**src/rtl/fb_conditioner.sv**
```systemverilog
// Feedback pin conditioner for the clk_50 domain.
// - Synchronizes the raw asynchronous pin and debounces it with a run-length filter.
// - Counts rejected short pulses.
// - Measures the rise-to-rise period.
// - Flags loss of signal after TIMEOUT cycles without a filtered edge.
module fb_conditioner #(
    parameter int unsigned FILT_LEN = 4,
    parameter int unsigned TIMEOUT  = 2000,
    parameter int unsigned PER_W    = 16
) (
    input  logic             clk_50,
    input  logic             rst,
    input  logic             fb_u,
    output logic             fb,
    output logic             fb_rise,
    output logic [PER_W-1:0] period,
    output logic             period_vld,
    output logic             nosig,
    output logic [7:0]       glitch_cnt
);

    localparam int unsigned IdleW = 20;

    localparam logic [3:0]       FiltLenV = 4'(FILT_LEN);
    localparam logic [IdleW-1:0] TmoV     = IdleW'(TIMEOUT);
    localparam logic [PER_W-1:0] PerMax   = '1;

    // Synchronizer
    logic sync1_q, sync2_q;

    // Glitch filter
    logic [3:0] filt_cnt_q, filt_cnt_d;
    logic       fb_q, fb_d;
    logic       toggle;
    logic [7:0] glitch_q, glitch_d;

    // Edge detect and period measurement
    logic             fb_rise_q, fb_rise_d;
    logic [PER_W-1:0] per_ctr_q, per_ctr_d;
    logic [PER_W-1:0] period_q, period_d;
    logic             period_vld_q, period_vld_d;
    logic             armed_q, armed_d;

    // Loss-of-signal detection
    logic [IdleW-1:0] idle_q, idle_d;
    logic             nosig_q, nosig_d;

    // Two-flop synchronizer for the raw pin; sync2_q is the usable sample.
    always_ff @(posedge clk_50 or posedge rst) begin
        if (rst) begin
            sync1_q <= 1'b0;
            sync2_q <= 1'b0;
        end else begin
            sync1_q <= fb_u;
            sync2_q <= sync1_q;
        end
    end

    // Run-length filter: the level flips once the sample disagrees for FILT_LEN cycles.
    // A shorter run that collapses back counts as a glitch.
    always_comb begin
        filt_cnt_d = '0;
        fb_d       = fb_q;
        glitch_d   = glitch_q;
        toggle     = 1'b0;
        if (sync2_q != fb_q) begin
            if (filt_cnt_q + 4'd1 == FiltLenV) begin
                fb_d   = ~fb_q;
                toggle = 1'b1;
            end else begin
                filt_cnt_d = filt_cnt_q + 4'd1;
            end
        end else if (filt_cnt_q != 4'd0 && glitch_q != 8'hff) begin
            glitch_d = glitch_q + 8'd1;
        end
    end

    // Rise pulse coincides with the first high cycle of fb.
    always_comb begin
        fb_rise_d = toggle & ~fb_q;
    end

    // Period counter restarts at 1 in the rise cycle.
    // A measurement is published only when a previous rise armed it and the counter has not saturated.
    always_comb begin
        period_d     = period_q;
        period_vld_d = 1'b0;
        if (fb_rise_q) begin
            per_ctr_d = {{(PER_W-1){1'b0}}, 1'b1};
        end else if (per_ctr_q != PerMax) begin
            per_ctr_d = per_ctr_q + {{(PER_W-1){1'b0}}, 1'b1};
        end else begin
            per_ctr_d = per_ctr_q;
        end
        if (fb_rise_q && armed_q && per_ctr_q != PerMax) begin
            period_d     = per_ctr_q;
            period_vld_d = 1'b1;
        end
    end

    // Every rise arms the next measurement; signal loss disarms so the next rise only re-arms.
    always_comb begin
        if (fb_rise_q) begin
            armed_d = 1'b1;
        end else if (nosig_q) begin
            armed_d = 1'b0;
        end else begin
            armed_d = armed_q;
        end
    end

    // Idle counter restarts on any filtered toggle and saturates at TIMEOUT.
    always_comb begin
        if (toggle) begin
            idle_d = '0;
        end else if (idle_q != TmoV) begin
            idle_d = idle_q + {{(IdleW-1){1'b0}}, 1'b1};
        end else begin
            idle_d = idle_q;
        end
        nosig_d = (idle_d == TmoV);
    end

    // State registers for filter, measurement and idle tracking.
    always_ff @(posedge clk_50 or posedge rst) begin
        if (rst) begin
            filt_cnt_q   <= '0;
            fb_q         <= 1'b0;
            glitch_q     <= '0;
            fb_rise_q    <= 1'b0;
            per_ctr_q    <= '0;
            period_q     <= '0;
            period_vld_q <= 1'b0;
            armed_q      <= 1'b0;
            idle_q       <= '0;
            nosig_q      <= 1'b0;
        end else begin
            filt_cnt_q   <= filt_cnt_d;
            fb_q         <= fb_d;
            glitch_q     <= glitch_d;
            fb_rise_q    <= fb_rise_d;
            per_ctr_q    <= per_ctr_d;
            period_q     <= period_d;
            period_vld_q <= period_vld_d;
            armed_q      <= armed_d;
            idle_q       <= idle_d;
            nosig_q      <= nosig_d;
        end
    end

    // All outputs come straight from flops.
    always_comb begin
        fb         = fb_q;
        fb_rise    = fb_rise_q;
        period     = period_q;
        period_vld = period_vld_q;
        nosig      = nosig_q;
        glitch_cnt = glitch_q;
    end

endmodule

```
**config.mk**
```make
export PLATFORM = sky130hd
export DESIGN_NAME = fb_conditioner
export DESIGN_NICKNAME = d
export VERILOG_FILES = /design/src/rtl/fb_conditioner.sv
export SDC_FILE = /design/constraint.sdc
export NUM_CORES = 1
export LEC_CHECK = 0
export CAP_MARGIN = 20
export CORE_MARGIN = 2
export CORE_UTILIZATION = 54
export CTS_BUF_LIST = sky130_fd_sc_hd__clkbuf_4 sky130_fd_sc_hd__clkbuf_8
export DETAILED_ROUTE_END_ITERATION = 12
export GPL_ROUTABILITY_DRIVEN = 0
export PLACE_DENSITY_LB_ADDON = 0.05
export SLEW_MARGIN = 20
export SYNTH_ARGS = -nofsm -noshare
export SYNTH_HDL_FRONTEND = slang
export SYNTH_SLANG_ARGS = --single-unit
```
**constraint.sdc**
```tcl
create_clock -name clk_50 -period 2.5 [get_ports clk_50]
set_input_delay 0.25 -clock clk_50 [delete_from_list [all_inputs] [get_ports clk_50]]
set_output_delay 0.25 -clock clk_50 [all_outputs]
set_load 0.02 [all_outputs]
```
==> flow_summary_export.csv <==
group,metric,value,unit
layout,multi_input_area,1610,µm²
layout,seq_area,1780,µm²
worst_setup_path,slowest_delay,0.56,ns
cts,cts_sinks,71,
sta,slew_viol_final,0,
floorplanning,die_area,7110,µm²
sta,fin_tns_setup,0,ns
sta,fin_crit,2.36,ns
floorplanning,start_util,55.5,%
power,peakVddDrop,0.000587,V
worst_setup_path,worst_setup_path_end_kind,"flip-flop",
logic_synthesis,yosys_warnings,0,
power,powerDensity,852,nW/µm²
floorplanning,die_w,84.3,µm
worst_setup_path,critPathArrivalTime,2.62,ns
logic_synthesis,synth_edf_count,0,
drt,drtIter0Drc,72,
logic_synthesis,yosysUniqueCellTypes,46,
power,p_leak,1.77,nW
layout,final_core_util,65.5,%
cts,cts_made_buffers,9,
logic_synthesis,synthArstFlopShare,100,%
logic_synthesis,synth_ff_type,"dfrtp_1",
flow_run,cap_violations,0,
worst_setup_path,r2r-start,"idle_q[16]",
drt,viasPerCell,5.50,
drt,first_pass_iters,4,
place,placed_cells,446,
cts,path_clk_slew,0.07,ns
logic_synthesis,synthesis.nets,350,
worst_setup_path,cp_top_family,"simple AND/OR/NAND/NOR gates",
worst_setup_path,cpMaxStageDelayCell,"or4_1",
sta,worst-slew-pin-transition,0.512,ns
logic_synthesis,synthesis.area,3480,µm²
place,place_hpwl,4.49,mm
floorplanning,rows,29,
grt,grt_pass1_wl,11.7,mm
layout,final_area,4110,µm²
sta,relSlewSlack,65.4,%
sta,fmax,0.423,GHz
worst_setup_path,setup.worst_path.start,"idle_q[16]",
floorplanning,ioPinCount,31,
worst_setup_path,path_class,"reg2reg",
drt,avgRoutedWirePerCell,14.1,µm
logic_synthesis,ys_seq_area_share,51.0,%
place,dpl_cell_area,3920,µm²
worst_hold_path,min_path_type,"in2async",
grt,track_usage,20.5,%
worst_setup_path,crit_required,2.75,ns
drt,postRouteAntennaNets,0,
layout,nFillCells,514,
grt,grt_max_degree,53,
drt,drc,0,
layout,drive_gt1_share,14.8,%
worst_setup_path,start_kind,"flip-flop",
cts,cts-root-buf,"clkbuf_8",
layout,insertedDiodeCount,0,
run_status,status,"finished clean",
sta,final_min_period_over_clock_period,94.6,%
grt,grt-ovfl-total,0,
cts,clk_path_buf_depth,2,
layout,syn2layout_area_growth,18.1,%
sta,hold_violations,0,
logic_synthesis,synth_seq_cells,71,
grt,antenna_found_initial,0,
sta,rsz0062_at_grt,"no",
cts,cts-htree-levels,3,
logic_synthesis,synth_cells,340,
sta,setup_viol,0,
grt,grt_pass1_vias,2492,
cts,clk_latency,0.35,ns
worst_setup_path,crit_chain,"or3_1, or4_4, nor3_4, mux2i_1, or4_1, nor4_2",
sta,finClkSkew,0.00612,ns
layout,fin_cells,462,
layout,nets,390,
floorplanning,die_y,84.3,µm
worst_setup_path,cp_max_fo,2,
worst_setup_path,critical_path_buf_inv_count,0,
drt,vias,2542,
place,port_buffers,30,
logic_synthesis,syn_area_per_cell,10.2,µm²
cts,cts_tree,"done",
floorplanning,core_area,6280,µm²
drt,routed_wl,6.53,mm
[layout make-up]
cell class / instances / area share (%)
Multi-Input combinational cell: 241 / 39.0
Tap cell: 77 / 2.34
Timing Repair Buffer: 40 / 9.43
Clock inverter: 3 / 0.426
Clock buffer: 13 / 4.05
Inverter: 17 / 1.55
Sequential cell: 71 / 43.2
[routing by layer]
| metal | routed length [µm] | up-vias | GRT usage, % |
|---|---|---|---|
| met5 | 0 | - | 0 |
| met4 | 138 | 0 | 8.80 |
| met3 | 180 | 14 | 3.54 |
| met2 | 3010 | 39 | 32.0 |
| met1 | 3200 | 1231 | 28.4 |
| li1 | - | 1258 | - |
[metrics by stage]
stage / setup WS, ns / hold slack, ns / total power, mW
after floorplan: 0.141 / 0.281 / 2.35
after global placement: 0.204 / 0.336 / 2.64
after detailed placement: 0.123 / 0.339 / 2.67
after CTS: 0.109 / 0.228 / 3.54
after global routing: 0.0155 / 0.261 / 3.76
final: 0.136 / 0.220 / 3.50
[repair_timing]
item,CTS,global route
setup buffers,0,0
hold buffers,0,0
resized for setup,0,1
setup endpoints to repair,0,1
[layout by cell type (no fill, tap or decap), types with 2 or more instances in the layout]
master           netlist  routed
ha_1                   7       7
mux2_2                17      17
clkinv_2               0       2
clkdlybuf4s50_1        0      30
nor4b_1                2       2
dfrtp_1               71      71
o21a_1                 2       2
clkbuf_4               0       2
xnor2_1               28      28
o21ai_0                9       9
a21oi_1                8       8
clkbuf_8               0      11
nor3_1                11      11
nor2b_1                2       2
or2_2                  5       5
nand3_1               11      11
buf_4                  0       9
or3_1                  8       8
nor4_1                 7       6
nand2_1               18      18
nor2_1                48      48
and3_1                 2       2
inv_1                 17      16
xor2_1                10      10
and2_1                 3       3
and4_1                 4       4
a31oi_1                2       2
mux2i_1                4       4
nand4_1               13      13
[state kept, by name (all words and copies together), names as in the netlist]
signal,flops
armed_q,1
fb,1
fb_rise,1
filt_cnt_q,4
glitch_cnt,8
idle_q,20
nosig,1
per_ctr_q,16
period,16
period_vld,1
sync1_q,1
sync2_q,1
[cell usage after synthesis (2+ instances only)]
library cell | number | area (µm²)
and4_1 | 4 | 35.0
and2_1 | 3 | 18.8
nor2_1 | 48 | 180
and3_1 | 2 | 12.5
inv_1 | 17 | 63.8
mux2_2 | 17 | 191
or2_2 | 5 | 31.3
or3_1 | 8 | 50.1
a31oi_1 | 2 | 12.5
nor2b_1 | 2 | 12.5
clkbuf_1 | 10 | 37.5
nand4_1 | 13 | 81.3
nor3_1 | 11 | 55.1
ha_1 | 7 | 87.6
nor4b_1 | 2 | 17.5
nor4_1 | 7 | 43.8
xnor2_1 | 28 | 245
o21ai_0 | 9 | 45.0
dfrtp_1 | 71 | 1780
mux2i_1 | 4 | 40.0
nand3_1 | 11 | 55.1
o21a_1 | 2 | 15.0
nand2_1 | 18 | 67.6
xor2_1 | 10 | 87.6
a21oi_1 | 8 | 40.0
[report_power, final]
group / switching (mW) / internal, mW
clock: 0.420 / 0.434
combinational: 0.556 / 0.452
sequential: 0.280 / 1.36
[path summary, 6_finish.rpt]
check / end / cells past startpoint / slack (ns)
max in group asynchronous: per_ctr_q[4] / 3 / 1.66
min: glitch_cnt[3] / 2 / 0.22
max: nosig / 6 / 0.14
max reg2reg: nosig / 6 / 0.14
min in group clk_50: sync1_q / 1 / 0.35
min reg2reg: sync2_q / 0 / 0.35
[cells by family after synthesis]
logic type	Yosys count	share of synthesized area, %
flops	71	51.0
buf+inv	28	3.05
fa+ha+maj	7	2.52
compound gates	32	5.82
simple gates	143	21.4
mux	21	6.65
xor+xnor	38	9.56
Note: power is estimated with default switching activity, not from simulation.
==> RTL change 1 (same settings) <==
Register the input `fb_u` before use, cleared by the reset. The logic sees it one clock later.
--- a/src/rtl/fb_conditioner.sv
+++ b/src/rtl/fb_conditioner.sv
@@ -25,6 +25,16 @@
     localparam logic [IdleW-1:0] TmoV     = IdleW'(TIMEOUT);
     localparam logic [PER_W-1:0] PerMax   = '1;
 
+    logic fb_u_q;
+
+    always_ff @(posedge clk_50 or posedge rst) begin
+        if (rst) begin
+            fb_u_q <= '0;
+        end else begin
+            fb_u_q <= fb_u;
+        end
+    end
+
     // Synchronizer
     logic sync1_q, sync2_q;
 
@@ -51,7 +61,7 @@
             sync1_q <= 1'b0;
             sync2_q <= 1'b0;
         end else begin
-            sync1_q <= fb_u;
+            sync1_q <= fb_u_q;
             sync2_q <= sync1_q;
         end
     end
Check against the original RTL: not equivalent (a bounded check fails within 10 cycles, from zero or initial values and one cycle with rst high).
==> RTL change 1 against the original RTL <==
Worst setup slack got worse by 0.019 ns; combinational power rose by 4%; sequential share of layout area rose by 0.28 points; global-route usage decreased by 0.42 points; routed wire length down 0.11%; sequential cell count is 1 higher; largest power group unchanged; highest routed layer unchanged; synthesized area up 0.72%; largest cell class unchanged; die area rose by 0.69%; design area rose by 0.76%; total power is 6.5% higher; synthesized cell count is 0.29% higher.
==> RTL change 1: results <==
[clock_network]
cts_root_buf = "clkbuf_8"
clockBufferDepth = 2
cts_buffers = 9
htreeDepth = 3
ctsResizeCount = 0
path_clk_slew_ns = 0.08
cts_setup_buffers = 0
clk_latency_ns = 0.35

[synthesis]
yosysWarningCount = 0
synth.area.top_cells = "dfrtp_1 51%, xnor2_1 7.0%, mux2_2 5.5%"
yosys-top-cells-count = "72 x dfrtp_1, 48 x nor2_1, 28 x xnor2_1, 18 x nand2_1"
async_reset_ff_share_pct = 100.0
yosysUniqueCellTypes = 46
yosysSeqAreaShare_pct = 51.37
syn_nets = 351

[drt]
drtIter0Drc = 106
viasPerCell = 5.505
wl_per_cell_um = 14.22
firstDrtPassIters = 6

[grt]
track_usage_pct = 20.09
grt_pass1_wl_mm = 11.45
grt_antenna_before_repair = 0
grt_pass1_vias = 2465
grt_max_degree = 48

[power]
irDropWorstVdd_mv = 0.5517
switchingPower_mw = 1.301
cellLeakagePower_nw = 1.780
combinationalPower_mw = 1.05
clockPowerShare_pct = 27.3

[hold_path]
hp-class = "in -> async"

[worst_setup_path]
critPathSlowestCell = "or4_1"
r2r_end = "nosig"
cp_top_family = "simple AND/OR/NAND/NOR gates"
critPathLaunchType = "flip-flop"
worstPathMaxFanout = 4
rr_worst_depth = 6
reg2reg_from = "idle_q[16]"
cpPeakStageDelay_ns = 0.52
crit_path_end_kind = "flip-flop"

[sta]
fin_worst_skew_ns = 0.009253
clock.fmax_mhz = 419.7
slew_headroom_pct = 63.21

[cells_and_area]
largest_reg_flops = 20
n_antenna_cell = 0
nets = 388
layout-drive-gt1-share_pct = 13.61
regMostFlops = "idle_q"

[placement]
hpwl_mm = 4.507
io_buffers = 30

[outcome]
status = "finished, final reports clean"
[RTL change 1: cell type report]
cell class | instances | area [sq um]
fillers | 519 | 2168
flip-flops and latches | 72 | 1802
multi-input cells | 241 | 1599
repair buffers | 37 | 365.4
clock buffers | 10 | 137.6
well taps | 77 | 96.34
clock inverters | 5 | 81.33
inverters | 17 | 63.81
[RTL change 1: logic make-up after synthesis]
| logic type | after synthesis | synth area share [%] |
|---|---|---|
| AO/OA/AOI/OAI | 32 | 5.780 |
| XOR/XNOR | 38 | 9.490 |
| adder cells (fa/ha/maj) | 7 | 2.497 |
| buffers and inverters | 28 | 3.032 |
| flip-flops | 72 | 51.37 |
| multiplexers | 21 | 6.600 |
| AND/OR/NAND/NOR | 143 | 21.23 |
[RTL change 1: how the worst min path moves through the flow]
stage               startpoint            end  slack [ns]  depth (start not counted)
floorplan                 fb_u         fb_u_q        0.28                          0
CTS                        rst  glitch_cnt[1]        0.28                          2
global placement       sync1_q        sync2_q        0.34                          0
detailed placement      fb_u_q        sync1_q        0.34                          0
global route               rst  glitch_cnt[1]        0.31                          2
finish                     rst  glitch_cnt[1]        0.26                          2
[RTL change 1: metrics by stage]
step                utilization (%)  cells  power, mW  cell area [sq um]
floorplan                         -    341      2.394               3507
global placement              62.19    444      2.699               3926
detailed placement            62.19    444      2.727               3926
CTS                           65.66    459      3.764               4145
global route                  65.66    459      3.991               4145
finish                        65.66    459      3.732               4145
[RTL change 1: metal layers]
| layer | GRT usage, % | share of wire [%] |
|---|---|---|
| met5 | 0 | 0 |
| met4 | 9.812 | 3.0 |
| met3 | 4.228 | 3.0 |
| met2 | 32.57 | 48 |
| met1 | 25.69 | 46 |
==> RTL change 2 (config.mk and constraints unchanged) <==
Without the edit above. `PER_W`: 16 -> 24.
--- a/src/rtl/fb_conditioner.sv
+++ b/src/rtl/fb_conditioner.sv
@@ -6,7 +6,7 @@
 module fb_conditioner #(
     parameter int unsigned FILT_LEN = 4,
     parameter int unsigned TIMEOUT  = 2000,
-    parameter int unsigned PER_W    = 16
+    parameter int unsigned PER_W    = 24
 ) (
     input  logic             clk_50,
     input  logic             rst,
Interface: changed (resized period); port bits go from 31 to 39. The function was not compared with the original's and may differ.
==> RTL change 2 against the original RTL <==
Clock power up 26%; sequential cell count up 16; highest routed layer unchanged; design area up 21%; routed wire length up 18%; first-iteration DRC count up 25%; sequential share of layout area up 0.38 points; critical path depth unchanged; clock skew up 0.0038 ns; utilization down 0.19 points; critical endpoint is now period[18]; cell count up 16%; critical path type unchanged; total power up 13%; sequential power up 16%; worst setup slack better by 0.066 ns; synthesized area up 21%.
==> RTL change 2: results <==
[outcome]
status = "finished, final reports clean"

[grt]
grt_util_met1_pct = 26.98
track_usage_pct = 19.33
grt_pass1_wl_mm = 13.21
use_met3_pct = 3.011
met2_usage_pct = 29.87
grt_pass1_vias = 2862

[synthesis]
syn_inst = 379
yosysSeqAreaShare_pct = 51.54
yosysUniqueCellTypes = 49
async_reset_ff_share_pct = 100.0
synth-compound-area-share_pct = 3.910
synth_fa_ha_area_share_pct = 2.073
yosys-top-cells-count = "87 x dfrtp_1, 57 x nor2_1, 26 x xor2_1, 24 x xnor2_1, 20 x nand4_1"
synth.area.top_cells = "dfrtp_1 52%, mux2_4 6.0%, xor2_1 5.4%"
syn_nets = 389

[power]
cellLeakagePower_nw = 2.334
irDropWorstVdd_mv = 0.5671
p_sw_share_pct = 32.25
powerDensity_mw_per_mm2 = 790.5
switchingPower_mw = 1.274
powerSeq_mw = 1.90
power_clock_mw = 1.08

[cells_and_area]
nets = 440
fill_cells = 584
layout-drive-gt1-share_pct = 14.71

[sta]
period_share_pct = 91.92
fin_worst_skew_ns = 0.009886

[drt]
met2_length_mm = 3.538
wl_per_cell_um = 14.31
viasPerCell = 5.402
routed_wl_mm = 7.686
met3WireLength_um = 182
drtIter0Drc = 90
m1WireLength_mm = 3.762

[worst_setup_path]
worstPathMaxFanout = 26
reg2reg_from = "per_ctr_q[19]"
rr_worst_depth = 6
critPathCapture = "period[18]"
cpPeakStageDelay_ns = 0.60
ff2ff_setup_slack_ns = 0.20

[placement]
postPlaceCellArea_sq_mm = 0.004777
dp.cells = 521
hpwl_mm = 5.174
io_buffers = 38

[hold_path]
hp-class = "in -> reg"
hold_path_startpoint = "fb_u"

[clock_network]
htreeDepth = 3
RTL change 2: cell count changes after synthesis, sizes merged, moves of 4 or more:
cell	change
xnor2	-4
dfrtp	+16
and3	+6
inv	-7
nand4	+8
or3	-6
o21ai	-5
xor2	+16
nor2	+9
mux2	+8
RTL change 2: layout make-up:
cell class,instances,share of cell area (%)
flip-flops and latches,87,43.57
inverters,10,0.8262
multi-input cells,272,38.73
well taps,102,2.554
clock inverters,5,1.627
repair buffers,50,9.915
clock buffers,11,2.779
RTL change 2: worst min path at each step:
stage | slack [ns] | endpoint | cells past startpoint
6_report | 0.34 | sync1_q | 1
2_1_floorplan | 0.28 | sync1_q | 0
3_3_place_gp | 0.34 | sync2_q | 0
4_1_cts | 0.33 | sync1_q | 1
3_5_place_dp | 0.34 | sync2_q | 0
5_1_grt | 0.34 | sync1_q | 1
RTL change 2: critical path, delay by kind of cell, from the launching register on:
family	cells	cell delay (ns)
muxes	1	0.36
buffers and inverters	1	0.21
and+or+nand+nor	4	1.19
DFF	1	0.43
